**src/rtl/melody_player_param.sv**
```systemverilog
// melody_player_param: buzzer melody sequencer that plays pitch/beat entries from an external song ROM.
// Optional build macro TEMPO_CTRL_EN adds a tempo input that rescales the beat length of each note.
module melody_player_param #(
  parameter int CLK_HZ   = 48000000,
  parameter int BEAT_CYC = 12000000,
  parameter int SONG_LEN = 148,
  parameter int ADDR_W   = 8,
  parameter int DIV_W    = 16
) (
  input  logic              sys_clk,
  input  logic              sys_rst_n,
  input  logic              start,
  input  logic              stop,
  input  logic              pause,
  input  logic              loop_en,
`ifdef TEMPO_CTRL_EN
  input  logic [1:0]        tempo,
`endif
  output logic [ADDR_W-1:0] rom_addr,
  input  logic [7:0]        rom_data,
  output logic              beep,
  output logic              busy,
  output logic [ADDR_W-1:0] note_idx,
  output logic              done
);

`ifdef TEMPO_CTRL_EN
  localparam int DUR_W = $clog2(16 * BEAT_CYC) + 1;
`else
  localparam int DUR_W = $clog2(16 * BEAT_CYC);
`endif

  // Half-period of each pitch in sys_clk cycles, rounded to the nearest cycle.
  localparam logic [DIV_W-1:0] HP_1  = DIV_W'((CLK_HZ + 392)  / (2 * 392));
  localparam logic [DIV_W-1:0] HP_2  = DIV_W'((CLK_HZ + 440)  / (2 * 440));
  localparam logic [DIV_W-1:0] HP_3  = DIV_W'((CLK_HZ + 494)  / (2 * 494));
  localparam logic [DIV_W-1:0] HP_4  = DIV_W'((CLK_HZ + 523)  / (2 * 523));
  localparam logic [DIV_W-1:0] HP_5  = DIV_W'((CLK_HZ + 587)  / (2 * 587));
  localparam logic [DIV_W-1:0] HP_6  = DIV_W'((CLK_HZ + 659)  / (2 * 659));
  localparam logic [DIV_W-1:0] HP_7  = DIV_W'((CLK_HZ + 698)  / (2 * 698));
  localparam logic [DIV_W-1:0] HP_8  = DIV_W'((CLK_HZ + 784)  / (2 * 784));
  localparam logic [DIV_W-1:0] HP_9  = DIV_W'((CLK_HZ + 880)  / (2 * 880));
  localparam logic [DIV_W-1:0] HP_10 = DIV_W'((CLK_HZ + 988)  / (2 * 988));
  localparam logic [DIV_W-1:0] HP_11 = DIV_W'((CLK_HZ + 1047) / (2 * 1047));
  localparam logic [DIV_W-1:0] HP_12 = DIV_W'((CLK_HZ + 1175) / (2 * 1175));
  localparam logic [DIV_W-1:0] HP_13 = DIV_W'((CLK_HZ + 1319) / (2 * 1319));
  localparam logic [DIV_W-1:0] HP_14 = DIV_W'((CLK_HZ + 1568) / (2 * 1568));
  localparam logic [DIV_W-1:0] HP_15 = DIV_W'((CLK_HZ + 1760) / (2 * 1760));

  typedef enum logic [2:0] {S_IDLE, S_FETCH, S_LOAD, S_PLAY, S_END} state_t;

  state_t             r_state;
  state_t             w_nextState;
  logic [ADDR_W-1:0]  r_romAddr;
  logic [ADDR_W-1:0]  r_noteIdx;
  logic [3:0]         r_pitch;
  logic [DUR_W-1:0]   r_durLast;
  logic [DUR_W-1:0]   r_durCnt;
  logic [DIV_W-1:0]   r_toneCnt;
  logic               r_tone;
  logic               r_done;

  logic [DIV_W-1:0]   w_hp;
  logic [DUR_W-1:0]   w_beats;
  logic [DUR_W-1:0]   w_beatLen;
  logic [DUR_W-1:0]   w_durLastNext;
  logic               w_isEnd;
  logic               w_durEnd;
  logic               w_lastEntry;

  always_comb begin
    w_hp = '0;
    case (r_pitch)
      4'd1:    w_hp = HP_1;
      4'd2:    w_hp = HP_2;
      4'd3:    w_hp = HP_3;
      4'd4:    w_hp = HP_4;
      4'd5:    w_hp = HP_5;
      4'd6:    w_hp = HP_6;
      4'd7:    w_hp = HP_7;
      4'd8:    w_hp = HP_8;
      4'd9:    w_hp = HP_9;
      4'd10:   w_hp = HP_10;
      4'd11:   w_hp = HP_11;
      4'd12:   w_hp = HP_12;
      4'd13:   w_hp = HP_13;
      4'd14:   w_hp = HP_14;
      4'd15:   w_hp = HP_15;
      default: w_hp = '0;
    endcase
  end

`ifdef TEMPO_CTRL_EN
  always_comb begin
    w_beatLen = DUR_W'(BEAT_CYC);
    case (tempo)
      2'd1:    w_beatLen = DUR_W'(BEAT_CYC / 2);
      2'd2:    w_beatLen = DUR_W'(BEAT_CYC * 2);
      default: w_beatLen = DUR_W'(BEAT_CYC);
    endcase
  end
`else
  assign w_beatLen = DUR_W'(BEAT_CYC);
`endif

  // A zero beat field on a real note means a full 16-beat note.
  assign w_beats       = (rom_data[3:0] == 4'd0) ? DUR_W'(16) : DUR_W'(rom_data[3:0]);
  assign w_durLastNext = w_beats * w_beatLen - DUR_W'(1);
  assign w_isEnd       = (rom_data == 8'h00);
  assign w_durEnd      = (r_durCnt == r_durLast) && !pause;
  assign w_lastEntry   = (r_romAddr == ADDR_W'(SONG_LEN - 1));

  always_ff @(posedge sys_clk or negedge sys_rst_n) begin
    if (!sys_rst_n) r_state <= S_IDLE;
    else            r_state <= w_nextState;
  end

  always_comb begin
    w_nextState = r_state;
    case (r_state)
      S_IDLE:  if (start) w_nextState = S_FETCH;
      S_FETCH: w_nextState = S_LOAD;
      S_LOAD:  w_nextState = w_isEnd ? S_END : S_PLAY;
      S_PLAY:  if (w_durEnd) w_nextState = w_lastEntry ? S_END : S_FETCH;
      S_END:   w_nextState = loop_en ? S_FETCH : S_IDLE;
      default: w_nextState = S_IDLE;
    endcase
    if (stop) w_nextState = S_IDLE;
  end

  always_ff @(posedge sys_clk or negedge sys_rst_n) begin
    if (!sys_rst_n) begin
      r_romAddr <= '0;
      r_noteIdx <= '0;
      r_pitch   <= '0;
      r_durLast <= '0;
      r_durCnt  <= '0;
      r_toneCnt <= '0;
      r_tone    <= 1'b0;
      r_done    <= 1'b0;
    end else begin
      r_done <= 1'b0;
      if (stop) begin
        r_tone <= 1'b0;
      end else begin
        case (r_state)
          S_IDLE: if (start) r_romAddr <= '0;
          S_LOAD: begin
            if (!w_isEnd) begin
              r_noteIdx <= r_romAddr;
              r_pitch   <= rom_data[7:4];
              r_durLast <= w_durLastNext;
              r_durCnt  <= '0;
              r_toneCnt <= '0;
              r_tone    <= 1'b0;
            end
          end
          // Pause freezes both counters in place so the note resumes where it stopped.
          S_PLAY: begin
            if (!pause) begin
              if (w_durEnd) begin
                if (!w_lastEntry) r_romAddr <= r_romAddr + 1'b1;
              end else begin
                r_durCnt <= r_durCnt + 1'b1;
              end
              if (r_pitch == 4'd0) begin
                r_toneCnt <= '0;
                r_tone    <= 1'b0;
              end else if (r_toneCnt == w_hp - DIV_W'(1)) begin
                r_toneCnt <= '0;
                r_tone    <= ~r_tone;
              end else begin
                r_toneCnt <= r_toneCnt + 1'b1;
              end
            end
          end
          S_END: begin
            if (loop_en) r_romAddr <= '0;
            else         r_done    <= 1'b1;
          end
          default: ;
        endcase
      end
    end
  end

  assign beep     = (r_state == S_PLAY) && !pause && r_tone;
  assign busy     = (r_state != S_IDLE);
  assign done     = r_done;
  assign rom_addr = r_romAddr;
  assign note_idx = r_noteIdx;

endmodule

```
**config.mk**
```make
export PLATFORM = sky130hd
export DESIGN_NAME = melody_player_param
export DESIGN_NICKNAME = d
export VERILOG_FILES = /design/src/rtl/melody_player_param.sv
export SDC_FILE = /design/constraint.sdc
export NUM_CORES = 1
export LEC_CHECK = 0
export ABC_AREA = 1
export CORE_UTILIZATION = 30
export CTS_BUF_LIST = sky130_fd_sc_hd__clkbuf_2
export DETAILED_ROUTE_END_ITERATION = 7
export DONT_BUFFER_PORTS = 1
export HOLD_SLACK_MARGIN = 0.1
export SLEW_MARGIN = 20
export SYNTH_ARGS = -nofsm -noshare
export SYNTH_HDL_FRONTEND = slang
export SYNTH_SLANG_ARGS = --single-unit
```
**constraint.sdc**
```tcl
create_clock -name sys_clk -period 3.4 [get_ports sys_clk]
set_input_delay 0.34 -clock sys_clk [delete_from_list [all_inputs] [get_ports sys_clk]]
set_output_delay 0.34 -clock sys_clk [all_outputs]
set_load 0.02 [all_outputs]
```
# After elaboration in Yosys (flattened, before gate mapping)
# Memory sizes are Yosys's and may differ from the RTL's.
# Cells that the tools add are included.
[word_totals] mem_count=1 in_bits=14 mem_bits_ro=256 reg_bits=97 mem_bits_rw=0 latch_bits=0
[mem_list] name="(name not given)" words=16 width=16 rd=1 rd_clocked_by_memory_dff=0 write_ports=0 line_no="73" source="case (r_pitch)"
[op_classes] eq_ne=19 addsub=5 muxes=32 div=0 bitwise=3 shift=0 multipliers=1 n_reduce_logical=18 n_lt_le_gt_ge=0
[op_table] operator="2-to-1 mux 28 bit" count=3
[op_table] operator="2-to-1 mux 16 bit" count=4
[op_table] operator="one-hot mux 28 bit (2 select lines)" count=1
[op_table] operator="2-to-1 mux 8 bit" count=5
[op_table] operator="one-hot mux 16 bit (2 select lines)" count=1
[op_table] operator="adder 28 x 1 -> 28 bit, second input constant" count=1
[op_table] operator="== test 28 bit" count=1
[op_table] operator="subtractor 28 x 1 -> 28 bit, second input constant" count=1
[op_table] operator="one-hot mux 8 bit (3 select lines)" count=1
[op_table] operator="multiplier 5 x 16 -> 20 bit, second input constant" count=1
[op_table] operator="adder 16 x 1 -> 16 bit, second input constant" count=1
[op_table] operator="== test 16 bit" count=1
[op_table] operator="subtractor 16 x 1 -> 16 bit, second input constant" count=1
[op_table] operator="2-to-1 mux 3 bit" count=5
[op_table] operator="one-hot mux 3 bit (5 select lines)" count=1
[op_table] operator="inequality test 2 bit, second input constant" count=7
[op_table] operator="inequality test 3 bit, second input constant" count=4
[op_table] operator="2-to-1 mux 1 bit" count=9
[op_table] operator="nonzero test 3 bit" count=3
[op_table] operator="adder 8 x 1 -> 8 bit, second input constant" count=1
[op_table] operator="== test 8 bit, second input constant" count=1
[op_table] operator="zero test 4 bit" count=2
[op_table] operator="zero test 8 bit" count=1
[op_table] operator="AND reduction 4 bit" count=2
[op_table] operator="15 further kinds" count=20

# Longest topological paths before layout
# An unclocked memory read counts as a cell.
[depth] word_depth=8 depth_mapped=27 ltp_nobuf=27

# Worst setup path after synthesis
# No wires, ideal clock.
[synth_path] path_kind="input -> register" startpoint="in rom_data[2]" endpoint="reg r_durLast[23]" path_buffers=0 slack_ns=-0.496 required_ns=3.281 t_arrival_ns=3.777 cell_stages=19 cell_sequence="inv_1 > ha_1 > nand2_1 > inv_1 > nor2_1 > inv_1 > fa_1 > inv_1 > ha_1 > a21oi_1 > o21ai_0 > nand3b_1 > xnor2_1 > nand2_1 > nor2_1 > nand2_1 > nor2_1 > nor2_1 > o21a_1"
[synth_between] elab_chain_len=4 elab_cells_between_ends=7
[synth_lines] item="from (decl)" line_no="20" source="input logic [7:0] rom_data,"
[synth_lines] item="zero test 4 bit" line_no="107" source="assign w_beats = (rom_data[3:0] == 4'd0) ? DUR_W'(16) : DUR_W'(rom_data[3:0]);"
[synth_lines] item="2-to-1 mux 5 bit" line_no="107"
[synth_lines] item="multiplier 5 x 16 -> 20 bit" line_no="108" source="assign w_durLastNext = w_beats * w_beatLen - DUR_W'(1);"
[synth_lines] item="subtractor 28 x 1 -> 28 bit" line_no="108"
[synth_lines] item="to (signal assigned)" line_no="152" source="r_durLast <= w_durLastNext;"
[synth_lines] item="to (decl)" line_no="57" source="logic [DUR_W-1:0] r_durLast;"
# Several ways; a longest one is shown, not always the timed one.
# A chain may end at the register's enable or synchronous reset.

# Final worst setup path
[layout_path] startpoint="in rom_data[0]" endpoint="reg r_durLast[23]"
# The elaborated chain is that of the path after synthesis.

==> flow_summary.ini <==
[run_status]
outcome = complete, no violations

[worst_hold_path]
holdCritPathClass = in2reg

[timing]
drv_slew = 0
fin_skew_ns = 0.0170
postLayoutSetupSlackWorst_ns = 0.360
period_needed_ns = 3.04
fmax_ghz = 0.329
maxSlewHeadroom = 0.589
rsz0062_at_grt = no
fin_crit_sh = 0.894
whs_ns = 0.172
setup_viol = 0
hold_violations = 0
worstMarginPinSlew_ns = 0.617

[place]
pre_cts_slack_ns = -0.224
post-dp-hpwl_mm = 16.7
dp.cells = 1555
gp_congestion = 0.893
portBuffers = 0

[clocking]
cts.sinks = 90
cts_setup_buffers = 0
cts_tree = built
cts_max_path_buffers = 2
cts_resized = 0
clkTransAtPathRegs_ns = 0.25
htreeDepth = 3
clkLatencyLatePin_ns = 0.54
cts-root-buf = clkbuf_2
cts_hold_buffers = 18
numCtsBuffers = 9

[power]
cellPowerDensity_nw_per_um2 = 645
p_leak_nw = 4.37
peakVddDrop_uv = 368

[grt]
grt_overflow = 0
grt_pass1_wl_mm = 35.5
grt_max_degree = 91
grt.total_usage = 0.163
antenna_found_initial = 0
grt_pass1_vias = 7303

[synthesis]
synth-edff-count = 0
yosys.area_share.simple = 0.373
syn_area_per_cell_um2 = 6.75
synth-xor-area-share = 0.0898
netlist_instances = 1168
synthTopCellsByCount = nand2_1 (353), inv_1 (130), nor2_1 (117), dfrtp_1 (90), nand3_1 (69)
yosysTopAreaCell = dfrtp_1
ys_seq_area_frac = 0.286
synth_adder_area_share = 0.0831
synth_compound_gate_area_share = 0.0849
yosysMostFrequentCell = nand2_1
synth_top_family_by_area = simple AND/OR/NAND/NOR gates
synth_mux_area_frac = 0
synth_cell_type_count = 51
async_flop_share = 1.00
ys.flop_type = dfrtp_1
synth-seq-cells = 90
ys_top_cells_by_area = dfrtp_1 (29%), nand2_1 (17%), ha_1 (7.3%)
synth_top_cell_area_share = 0.286
yosysWarnings = 0
syn_area_um2 = 7890

[layout]
drive_gt1_frac = 0.129
diodes = 0
multi_input_area_um2 = 5110
fillers = 2738
final_cells = 1589
syn_to_final_growth_pct = 17.5
ff_latch_area_um2 = 2250
nets = 1318

[routing]
vias = 7585
via_per_inst = 4.77
drt_iter0_drc = 415
drc = 0
wl_per_cell_um = 13.3
antenna_left = 0
drt-total-wl_mm = 21.1
drtPass1Iterations = 5

[worst_setup_path]
crit_required_ns = 3.87
cp.arrival_ns = 3.51
crit_path_start_kind = primary input
path_class = in2reg
cp_max_fo = 5
crit_path_end_kind = flip-flop

[floorplan]
core_um2 = 25500
io_pins = 33
dieArea_um2 = 26900
initial_core_util = 0.310
die_h_um = 164
die_w_um = 164
num_rows = 58

[job]
cap_violations = 0
[registers in the layout, summed over array words and instances, names as in the netlist]
register   count
rom_addr       8
r_pitch        4
note_idx       8
r_state        3
r_durCnt      28
done           1
r_tone         1
r_durLast     21
r_toneCnt     16
[per-stage QoR]
stage	total power, mW	area (µm²)	util	setup TNS [ns]
2_1_floorplan	4.29	8020	-	-0.0406
3_3_place_gp	5.17	8910	0.350	-0.857
3_5_place_dp	5.21	8910	0.350	-1.23
4_1_cts	6.01	9260	0.364	0
5_1_grt	6.56	9260	0.364	0
6_report	5.98	9260	0.364	0
[logic make-up (layout without fill, tap and decap cells)]
logic type | count (synthesis) | count (layout)
flops | 90 | 90
buf+inv | 163 | 253
simple gates | 666 | 666
xor+xnor | 80 | 80
compound gates | 118 | 118
fa+ha+maj | 50 | 50
other cells | 1 | 2
[routing by layer]
metal  part of all wire  global-route usage
met1               0.50               0.227
met2               0.46               0.270
met3              0.036              0.0240
met4             0.0071              0.0240
met5                  0                   0
[power breakdown]
| group | leakage, nW | internal [mW] | switching, mW |
|---|---|---|---|
| sequential | 1.20 | 1.33 | 0.282 |
| combinational | 3.08 | 1.42 | 2.25 |
| clock | 0.0920 | 0.318 | 0.381 |
[layout by cell type (no fill, tap or decap), types with 5 or more instances in the layout]
cell type,netlist,routed
nand4_1,38,38
nand3_1,69,69
nor4_1,14,14
or2_2,6,5
inv_1,130,127
inv_2,5,6
nor2_4,5,6
nand2_1,353,351
o22ai_1,8,8
clkbuf_2,0,9
nor3_1,25,25
nand3b_1,7,7
buf_4,1,81
xnor2_1,18,16
nor2_2,10,12
ha_4,0,6
ha_1,46,39
nand2_2,10,11
dlygate4sd3_1,0,17
o21ai_0,39,39
a21oi_1,33,31
dfrtp_1,90,90
nor2_1,117,114
o21ai_1,21,21
xor2_1,61,61
[worst max-delay path: stages]
cell	delay (ns)
clkinvlp_4	0.07
ha_4	0.17
nand2_4	0.07
nand2_1	0.07
xor2_1	0.17
ha_1	0.35
inv_1	0.07
fa_1	0.50
inv_1	0.04
ha_1	0.31
nand2_1	0.08
o21ai_0	0.27
inv_1	0.09
nand2_1	0.07
nand2_1	0.04
nand2_1	0.08
nand2_1	0.07
nor2_1	0.15
nand2_1	0.08
nor2_2	0.16
nor2_1	0.06
o21a_1	0.19
[final timing paths]
| path | start | endpoint | slack (ns) | cells past startpoint |
|---|---|---|---|---|
| worst max register to register | r_pitch[1] | r_toneCnt[8] | 0.39 | 18 |
| worst max-delay path | rom_data[0] | r_durLast[23] | 0.36 | 22 |
| min in group asynchronous | sys_rst_n | r_toneCnt[8] | 0.31 | 2 |
| worst min-delay path | pause | r_tone | 0.17 | 5 |
| max in group asynchronous | sys_rst_n | r_durCnt[17] | 2.72 | 2 |
| worst min register to register | r_durLast[7] | r_durLast[7] | 0.51 | 2 |
[final cells by class]
cell class	count	area share
clock buffers	9	0.00486
multi-input cells	916	0.551
repair buffers	99	0.0870
flip-flops and latches	90	0.243
clock inverters	7	0.0124
inverters	138	0.0569
well taps	330	0.0446
Note: power is estimated with default switching activity, not from simulation.
